<file path="src/rtl/cpu_pkg.sv">
// Shared fetch-stage types and defaults for the 8-bit non-pipelined core.
// Consumed by fetch_sequencer (optional FETCH_PERF_CNT_EN) and pc_next_unit.
package cpu_pkg;

  localparam int PC_WIDTH_DEF    = 8;
  localparam int INSTR_WIDTH_DEF = 8;
  localparam int RESET_PC_DEF    = 0;

  typedef enum logic [2:0] {
    IDLE,
    REQ,
    HOLD,
    DRAIN,
    HALTED
  } fetch_state_t;

  typedef enum logic [1:0] {
    PC_HOLD,
    PC_INC,
    PC_REDIR
  } pc_sel_t;

endpackage

</file>
<file path="src/rtl/pc_next_unit.sv">
// Combinational next-PC select: hold, increment (wraps at all-ones), or redirect.
module pc_next_unit
  import cpu_pkg::*;
#(
  parameter int PC_WIDTH = PC_WIDTH_DEF
) (
  input  pc_sel_t             sel,
  input  logic [PC_WIDTH-1:0] pc,
  input  logic [PC_WIDTH-1:0] redirect_pc,
  output logic [PC_WIDTH-1:0] pc_next
);

  localparam logic [PC_WIDTH-1:0] PC_ONE = {{(PC_WIDTH-1){1'b0}}, 1'b1};

  always_comb begin
    pc_next = pc;
    case (sel)
      PC_INC:   pc_next = pc + PC_ONE;
      PC_REDIR: pc_next = redirect_pc;
      default:  pc_next = pc;
    endcase
  end

endmodule

</file>
<file path="src/rtl/fetch_sequencer.sv">
// Instruction-fetch stage: owns the PC, runs a req/ack handshake to imem and
// hands instructions to decode. FETCH_PERF_CNT_EN adds fetch/stall counters.
//
// state  | meaning
// IDLE   | first cycle out of reset, launches fetch at pc
// REQ    | imem_req high, waiting for imem_ack on addr_q
// HOLD   | instr_out valid, waiting for decode_ready or redirect
// DRAIN  | redirected mid-request; discard the outstanding ack
// HALTED | fetch stopped until reset
module fetch_sequencer
  import cpu_pkg::*;
#(
  parameter int PC_WIDTH    = PC_WIDTH_DEF,
  parameter int INSTR_WIDTH = INSTR_WIDTH_DEF,
  parameter int RESET_PC    = RESET_PC_DEF
) (
  input  logic                   clk,
  input  logic                   reset,
  output logic                   imem_req,
  output logic [PC_WIDTH-1:0]    imem_addr,
  input  logic                   imem_ack,
  input  logic [INSTR_WIDTH-1:0] imem_rdata,
  output logic [INSTR_WIDTH-1:0] instr_out,
  output logic [PC_WIDTH-1:0]    instr_pc,
  output logic                   instr_valid,
  input  logic                   decode_ready,
  input  logic                   redirect_valid,
  input  logic [PC_WIDTH-1:0]    redirect_pc,
  input  logic                   halt,
`ifdef FETCH_PERF_CNT_EN
  output logic [15:0]            fetch_count,
  output logic [15:0]            stall_count,
`endif
  output logic                   halted
);

  localparam logic [PC_WIDTH-1:0] RESET_PC_V = PC_WIDTH'(RESET_PC);

  fetch_state_t state, state_d;
  pc_sel_t pc_sel;
  logic [PC_WIDTH-1:0] pc, pc_next, addr_q, addr_d, ipc_d;
  logic [INSTR_WIDTH-1:0] out_d;
  logic req_d, valid_d, halted_d;

  pc_next_unit #(.PC_WIDTH(PC_WIDTH)) u_pc_next (
    .sel         (pc_sel),
    .pc          (pc),
    .redirect_pc (redirect_pc),
    .pc_next     (pc_next)
  );

  assign imem_addr = addr_q;

  always_ff @(posedge clk or posedge reset) begin
    if (reset) begin
      state       <= IDLE;
      pc          <= RESET_PC_V;
      addr_q      <= RESET_PC_V;
      imem_req    <= 1'b0;
      instr_valid <= 1'b0;
      instr_out   <= '0;
      instr_pc    <= '0;
      halted      <= 1'b0;
    end else begin
      state       <= state_d;
      pc          <= pc_next;
      addr_q      <= addr_d;
      imem_req    <= req_d;
      instr_valid <= valid_d;
      instr_out   <= out_d;
      instr_pc    <= ipc_d;
      halted      <= halted_d;
    end
  end

  always_comb begin
    state_d  = state;
    pc_sel   = PC_HOLD;
    addr_d   = addr_q;
    req_d    = imem_req;
    valid_d  = instr_valid;
    out_d    = instr_out;
    ipc_d    = instr_pc;
    halted_d = halted;
    case (state)
      IDLE: begin
        state_d = REQ;
        addr_d  = pc;
        req_d   = 1'b1;
      end
      REQ: begin
        if (imem_ack) begin
          if (redirect_valid) begin
            // Returned word belongs to the abandoned path; reissue at target.
            pc_sel = PC_REDIR;
            addr_d = redirect_pc;
          end else begin
            out_d   = imem_rdata;
            ipc_d   = addr_q;
            valid_d = 1'b1;
            req_d   = 1'b0;
            state_d = HOLD;
          end
        end else if (redirect_valid) begin
          pc_sel  = PC_REDIR;
          state_d = DRAIN;
        end
      end
      HOLD: begin
        if (redirect_valid) begin
          pc_sel  = PC_REDIR;
          addr_d  = redirect_pc;
          valid_d = 1'b0;
          req_d   = 1'b1;
          state_d = REQ;
        end else if (decode_ready && halt) begin
          valid_d  = 1'b0;
          halted_d = 1'b1;
          state_d  = HALTED;
        end else if (decode_ready) begin
          pc_sel  = PC_INC;
          addr_d  = pc_next;
          valid_d = 1'b0;
          req_d   = 1'b1;
          state_d = REQ;
        end
      end
      DRAIN: begin
        if (redirect_valid) pc_sel = PC_REDIR;
        if (imem_ack) begin
          addr_d  = pc_next;
          state_d = REQ;
        end
      end
      HALTED: begin
        req_d    = 1'b0;
        valid_d  = 1'b0;
        halted_d = 1'b1;
      end
      default: state_d = IDLE;
    endcase
  end

`ifdef FETCH_PERF_CNT_EN
  logic fetch_inc, stall_inc;
  assign fetch_inc = (state == HOLD) && decode_ready && instr_valid && !redirect_valid;
  assign stall_inc = ((state == REQ) || (state == DRAIN)) && !imem_ack;

  always_ff @(posedge clk or posedge reset) begin
    if (reset) begin
      fetch_count <= '0;
      stall_count <= '0;
    end else begin
      if (fetch_inc && (fetch_count != 16'hFFFF)) fetch_count <= fetch_count + 16'd1;
      if (stall_inc && (stall_count != 16'hFFFF)) stall_count <= stall_count + 16'd1;
    end
  end
`endif

endmodule

</file>
<file path="config.mk">
export PLATFORM = sky130hd
export DESIGN_NAME = fetch_sequencer
export DESIGN_NICKNAME = d
export VERILOG_FILES = /design/src/rtl/cpu_pkg.sv /design/src/rtl/pc_next_unit.sv /design/src/rtl/fetch_sequencer.sv
export SDC_FILE = /design/constraint.sdc
export NUM_CORES = 1
export LEC_CHECK = 0
export BUFFER_PORTS_ARGS = -buffer_cell sky130_fd_sc_hd__buf_2
export CORE_MARGIN = 1.5
export CORE_UTILIZATION = 31
export CTS_CLUSTER_DIAMETER = 60
export CTS_CLUSTER_SIZE = 28
export DETAILED_ROUTE_END_ITERATION = 6
export RECOVER_POWER = 50
export SLEW_MARGIN = 25
export SYNTH_ARGS = -nofsm -noshare
export SYNTH_HDL_FRONTEND = slang
export SYNTH_HIERARCHICAL = 1
export SYNTH_SLANG_ARGS = --single-unit
</file>
<file path="constraint.sdc">
create_clock -name clk -period 2.8 [get_ports clk]
set_input_delay 0.7 -clock clk [delete_from_list [all_inputs] [get_ports clk]]
set_output_delay 0.7 -clock clk [all_outputs]
set_load 0.01 [all_outputs]
</file>
==> summary.md, run 1 <==
| Metric | Value |
|---|---|
| CP peak stage delay | 0.47 ns |
| First-pass GRT wire length | 7900 um |
| Sequential share of power | 0.448 |
| Synth top area share | 0.473 |
| Die area | 6980 um2 |
| Critical-path top delay cell | or4_1 |
| I/O Buffers | 48 |
| Critical path launch point | halt |
| Starting density of the core | 0.319 |
| Class of the worst hold path | reg2reg |
| Max Root-Sink Buffers | 2 |
| Synth area leader | dfrtp_1 |
| NumNets Final | 265 |
| Syn_area_per_cell | 11.1 um2 |
| Finished Cell Area | 2440 um2 |
| Boundary pin count | 49 |
| Primary FF master, synth | dfrtp_1 |
| Drt wl/cell | 14.3 um |
| Worst reg2reg path endpoint | imem_addr[7] |
| Maximum number of pins on one net before global-route repair | 39 |
| Remaining global-route overflow | 0 |
| Area grow syn2layout | 21.1% |
| YS warnings | 6 |
| Switching Fraction | 0.347 |
| Worst Path Arrival | 2.75 ns |
| Die X | 83.6 um |
| Met3 WL post-DR | 173 um |
| Int Pwr | 1.27 mW |
| Clock share of power | 0.203 |
| RSZ-0062 raised after global routing | false |
| Worst Clk Skew | 0.00825 ns |
| Worst r2r src | state[2] |
| Fraction of layout cells with a size suffix above 1 | 0.332 |
| DR DRC count | 0 |
| Final ANT Viol Nets | 0 |
| Startpoint Class | input port |
| WP data required | 3.01 ns |
| Commonest cells post-synth | 38 x dfrtp_1, 19 x inv_1, 16 x mux2_2 |
| Crit-path cells | buf_2 > nand2b_1 > nor4b_1 > inv_1 > ha_1 > nand2b_4 > or4_1 > nand3_1 > o221ai_1 > mux2i_1 |
| Post-CTS Setup Bufs | 0 |
| CTS tree | done |
| Num CTS Buffers | 5 |
| 1st-iter DRT viols | 113 |
| Worst-Skew Late Latency | 0.29 ns |
| CP Class | in2reg |
| Clock tree root buffer cell | clkbuf_8 |
| Post-route minimum period | 2.53 ns |
| Synthesized flop and latch total | 38 |
| Gpl congestion | 0.860 |
| WL met2 | 2120 um |
| Post-synth EDFFs | 0 |
| Dpl cell area | 2380 um2 |
| Setup TNS | 0 ns |
| CTS resizes | 0 |
| Top-count cell post-synth | dfrtp_1 |
| Psw | 673 uW |
| Count of final max-slew check failures | 0 |
| H-tree Lvls | 2 |
| Post-Route M1 WL | 2160 um |
| Synth Cell Area | 2010 um2 |
| Final Util | 0.386 |
| Final WL | 4540 um |
| Tcrit/Tclk final | 0.904 |
| CTS hold repair buffers | 0 |
| R2r worst-path depth | 9 |
| Finish-stage setup viols | 0 |
| Comb pwr share | 0.349 |
| Worst slack, placed | -0.0290 ns |
| Max-cap check violation count | 0 |
| Syn nets | 206 |
| Worst Max-Slew Pin Slew | 0.966 ns |
| Lkg Pwr | 1.12 nW |
| Worst Setup EP | imem_addr[7] |
| Rel. slew slack | 0.356 |
| Ys async rst share | 1.00 |
| Crit end category | register |
| Setup ws final | 0.268 ns |
| Die Height | 83.6 um |
| Via Count | 1,632 |
| Pre-Repair DR Iteration Count | 4 |
| Power Total | 1.94 mW |
| Synth unique cells | 48 |
| Status | complete, no violations |
| Peak supply drop | 0.000412 V |
| DP Cell Count | 310 |
| Final HPWL DP | 3170 um |
| Cell row count | 29 |
| Seq/Total Area, Yosys | 0.473 |
| ANT cells | 0 |
| Reg clk slew, reported paths | 0.07 ns |
| Flop-to-flop setup slack | 0.39 ns |
| Hold WS | 0.486 ns |
| Synth area leaders | dfrtp_1 47%, mux2_2 9.0%, mux2i_1 4.0% |
| Initial antenna violation count | 0 |
| GRT Total Usage | 0.141 |
| Crit path max fanout | 3 |
| Final hold violation count | 0 |
| Vias in the first global route | 1,606 |
| Vias per cell | 5.13 |
| Uppermost layer routed | met4 |
| Cell Count, Final, Fillers Out | 318 |
| Max Fclk | 395 MHz |
| Post-synthesis cell count | 181 |
| TritonCTS Sinks | 38 |
| PD cells | 797 nW/um2 |
| Placeable Area | 6310 um2 |
## placed cells by master (no fill, tap or decap), types with 2 or more instances in the layout
master / netlist / layout
a21oi_1: 12 / 12
a32oi_1: 3 / 3
and3_2: 2 / 2
and3b_2: 2 / 2
buf_2: 3 / 39
buf_4: 2 / 9
clkbuf_1: 0 / 11
clkbuf_8: 1 / 6
dfrtp_1: 38 / 38
ha_1: 3 / 3
inv_1: 19 / 19
mux2_2: 16 / 16
mux2i_1: 8 / 8
nand2_1: 5 / 5
nand2b_1: 5 / 5
nand3_1: 6 / 6
nor2_1: 6 / 6
nor2b_1: 2 / 2
o211ai_1: 2 / 2
o21ai_0: 3 / 3
o221ai_1: 8 / 8
o22ai_1: 4 / 4
or2b_1: 4 / 4
or4_1: 2 / 2
## critical path: cells and delay by family
kind                       cells  cell delay [ns]
AOI/OAI and AO/OA              1             0.11
adders and majority gates      1             0.32
buffers and inverters          2             0.18
muxes                          1             0.17
and+or+nand+nor                5             1.25
## logic make-up after synthesis
group | Yosys count | share of synthesized area
compound gates | 44 | 0.159
fa+ha+maj | 3 | 0.0187
buf+inv | 26 | 0.0628
flops | 38 | 0.473
mux | 24 | 0.129
simple gates | 46 | 0.158
## state kept, by name, indices dropped and copies added (netlist names)
signal,flops
halted,1
imem_addr,8
imem_req,1
instr_out,8
instr_pc,8
instr_valid,1
pc,8
state,3
## layout make-up
| type | instances | area (um2) |
|---|---|---|
| Sequential cell | 38 | 951 |
| Inverter | 19 | 71.3 |
| Multi-Input combinational cell | 117 | 922 |
| Fill cell | 656 | 3880 |
| Timing Repair Buffer | 59 | 305 |
| Clock inverter | 1 | 5.00 |
| Tap cell | 77 | 96.3 |
| Clock buffer | 7 | 86.3 |
## how the worst min path moves through the flow
stage,from,to,slack (ns),depth (start not counted)
6_report,halted,halted,0.49,1
5_1_grt,halted,halted,0.52,1
4_1_cts,halted,halted,0.50,1
3_5_place_dp,halted,halted,0.48,1
3_3_place_gp,halted,halted,0.45,1
2_1_floorplan,halted,halted,0.51,1
## per-layer routing
layer  up-vias  track usage
met4         0       0.0537
met2        52        0.218
met5         -            0
met1       788        0.194
li1        786            -
met3         6       0.0287
## power by group through the flow
stage / Combinational [mW] / Sequential [mW] / Clock (mW)
3_3_place_gp: 0.691 / 0.874 / 0
5_1_grt: 0.753 / 0.902 / 0.432
3_5_place_dp: 0.703 / 0.880 / 0
2_1_floorplan: 0.342 / 0.954 / 0
4_1_cts: 0.705 / 0.872 / 0.404
6_report: 0.677 / 0.870 / 0.394
No activity file was read; power rests on OpenSTA's default activity.
==> run 2: changes to the inputs <==
--- a/config.mk
+++ b/config.mk
@@ -7,10 +7,11 @@
 export LEC_CHECK = 0
 export BUFFER_PORTS_ARGS = -buffer_cell sky130_fd_sc_hd__buf_2
 export CORE_MARGIN = 1.5
-export CORE_UTILIZATION = 31
+export CORE_UTILIZATION = 43
 export CTS_CLUSTER_DIAMETER = 60
 export CTS_CLUSTER_SIZE = 28
 export DETAILED_ROUTE_END_ITERATION = 6
+export PLACE_DENSITY = 0.66
 export RECOVER_POWER = 50
 export SLEW_MARGIN = 25
 export SYNTH_ARGS = -nofsm -noshare
==> summary.md, run 2 (synthesis results as in run 1) <==
| Metric | Value |
|---|---|
| CTS hold repair buffers | 0 (unchanged) |
| Worst-Skew Late Latency | 0.29 ns (about the same) |
| Startpoint Class | input port |
| Worst Path Arrival | 2.86 ns (+0.11 ns) |
| Crit path buffers/inverters | 2 (unchanged) |
| CTS resizes | 0 (unchanged) |
| CP peak stage delay | 0.51 ns (+0.04 ns) |
| Commonest non-fill, non-tap cell in the layout | buf_2 |
| ANT cells | 0 (unchanged) |
| Worst Clk Skew | 0.00994 ns (+0.00169 ns) |
| Num CTS Buffers | 5 (unchanged) |
| Die area | 5100 um2 (-27%) |
| Finished Cell Area | 2420 um2 (-0.77%) |
| Boundary pin count | 49 (unchanged) |
| Placeable Area | 4410 um2 (-30%) |
| TritonCTS Sinks | 38 (unchanged) |
| Crit-path cells | buf_2 > nand2b_1 > nor4b_1 > inv_1 > ha_1 > nand2b_4 > or4_1 > nand3_1 > o221ai_1 > mux2i_1 |
| Initial antenna violation count | 0 (unchanged) |
| Uppermost layer routed | met4 |
| Clock tree root buffer cell | clkbuf_8 |
| Final hold violation count | 0 (unchanged) |
| CTS tree | done |
| Gpl congestion | 0.826 (-3.9%) |
| Pre-Repair DR Iteration Count | 4 (unchanged) |
| GRT Total Usage | 0.185 (+0.0444) |
| Cell row count | 24 (-17%) |
| WP data required | 3.02 ns (about the same) |
| Vias in the first global route | 1,535 (-4.4%) |
| Worst Max-Slew Pin Slew | 0.941 ns (-0.0255 ns) |
| Area grow syn2layout | 20.2% |
| Finish-stage setup viols | 0 (unchanged) |
| Maximum number of pins on one net before global-route repair | 39 (unchanged) |
| Post-route minimum period | 2.64 ns (+0.110 ns) |
| Via Count | 1,603 (-1.8%) |
| WL met2 | 1910 um (-9.8%) |
| Cell family with most CP delay | simple AND/OR/NAND/NOR gates |
| Die X | 71.4 um (-15%) |
| Worst reg2reg path endpoint | imem_addr[6] |
| First-pass GRT wire length | 7420 um (-6.1%) |
| Final ANT Viol Nets | 0 (unchanged) |
| Dpl cell area | 2350 um2 (-1.0%) |
| Final HPWL DP | 3060 um (-3.5%) |
| Crit path max fanout | 3 (unchanged) |
| Flop-to-flop setup slack | 0.23 ns (-0.16 ns) |
| Crit end category | register |
| Post-CTS Setup Bufs | 0 (unchanged) |
| R2r worst-path depth | 9 (unchanged) |
| Starting density of the core | 0.456 (+0.137) |
| Drt wl/cell | 14.9 um (+4.4%) |
| Remaining global-route overflow | 0 (unchanged) |
| Most frequent cells in the layout | 40 x buf_2, 38 x dfrtp_1, 19 x inv_1, 16 x mux2_2, 12 x a21oi_1 |
| Lkg Pwr | 1.13 nW (+0.51%) |
| Met3 WL post-DR | 242 um (+40%) |
| Max-cap check violation count | 0 (unchanged) |
| Die Height | 71.4 um (-15%) |
| Hold Crit Depth | 1 (unchanged) |
| Worst r2r src | state[2] |
| DR DRC count | 0 (unchanged) |
| Class of the worst hold path | reg2reg |
| Max Root-Sink Buffers | 2 (unchanged) |
| Hold Path Origin | halted |
| Vias per cell | 5.45 (+6.2%) |
| PD cells | 809 nW/um2 (+1.5%) |
| CP Class | in2reg |
| H-tree Lvls | 2 (unchanged) |
| NumNets Final | 266 (+0.38%) |
| Setup TNS | 0 ns (unchanged) |
| Count of final max-slew check failures | 0 (unchanged) |
| Rel. slew slack | 0.373 (+0.0170) |
| Post-Route M1 WL | 2190 um (+1.3%) |
| Tcrit/Tclk final | 0.944 (+0.0392) |
| Reg clk slew, reported paths | 0.08 ns (about the same) |
| 1st-iter DRT viols | 76 (-33%) |
| Peak supply drop | 0.000567 V (+38%) |
| Hold Path Sink | halted |
| Final WL | 4380 um (-3.5%) |
| I/O Buffers | 48 (unchanged) |
| Status | complete, no violations |
| Critical-path top delay cell | or4_1 |
| RSZ-0062 raised after global routing | false |
| Fraction of layout cells with a size suffix above 1 | 0.343 (+0.0110) |
| Max Fclk | 378 MHz (-4.2%) |
## run 2: cell types whose count changed in the layout (fill, tap and decap cells not counted)
cell / change
buf_2: +1
buf_4: +1
clkbuf_1: -2
clkinvlp_4: +1
## run 2: worst reg2reg max path, delay by kind of cell (launching register included)
family                     cells  cell delay (ns)
AOI/OAI and AO/OA              1             0.12
DFF                            1             0.38
muxes                          1             0.17
buffers and inverters          1             0.09
and+or+nand+nor                5             1.41
adders and majority gates      1             0.34
## run 2: how the worst max path moves through the flow
stage	from	cells past startpoint	slack, ns	endpoint
finish	halt	10	0.16	imem_addr[6]
CTS	halt	10	0.22	imem_addr[6]
global placement	halt	10	-0.01	imem_addr[6]
detailed placement	halt	10	-0.07	imem_addr[6]
global route	halt	10	0.02	imem_addr[6]
floorplan	halt	9	0.12	imem_addr[6]
## run 2: where the power goes
| part | switching [mW] | total (mW) | leakage [nW] | internal [mW] |
|---|---|---|---|---|
| combinational | 0.360 | 0.688 | 0.624 | 0.328 |
| clock | 0.197 | 0.395 | 0.0472 | 0.198 |
| sequential | 0.129 | 0.873 | 0.455 | 0.744 |
## run 2: stage by stage
step           utilization  setup slack (ns)  power (mW)  instances  hold slack (ns)
5_1_grt              0.548            0.0198        2.09        294            0.502
6_report             0.548             0.158        1.96        294            0.471
3_5_place_dp         0.533           -0.0690        1.59        286            0.455
3_3_place_gp         0.533           -0.0119        1.58        286            0.458
2_1_floorplan            -             0.123        1.30        181            0.512
4_1_cts              0.554             0.224        1.99        294            0.473
## run 2: per-layer routing
metal / GRT usage / up-vias
met4: 0.0566 / 0
li1: - / 791
met5: 0 / -
met1: 0.277 / 760
met3: 0.0450 / 5
met2: 0.265 / 47
## run 2: layout make-up
type                            count  area, um2
Clock inverter                      2       12.5
Multi-Input combinational cell    117        922
Tap cell                           52       65.1
Clock buffer                        6       82.6
Inverter                           19       71.3
Fill cell                         407       2000
Sequential cell                    38        951
Timing Repair Buffer               60        314
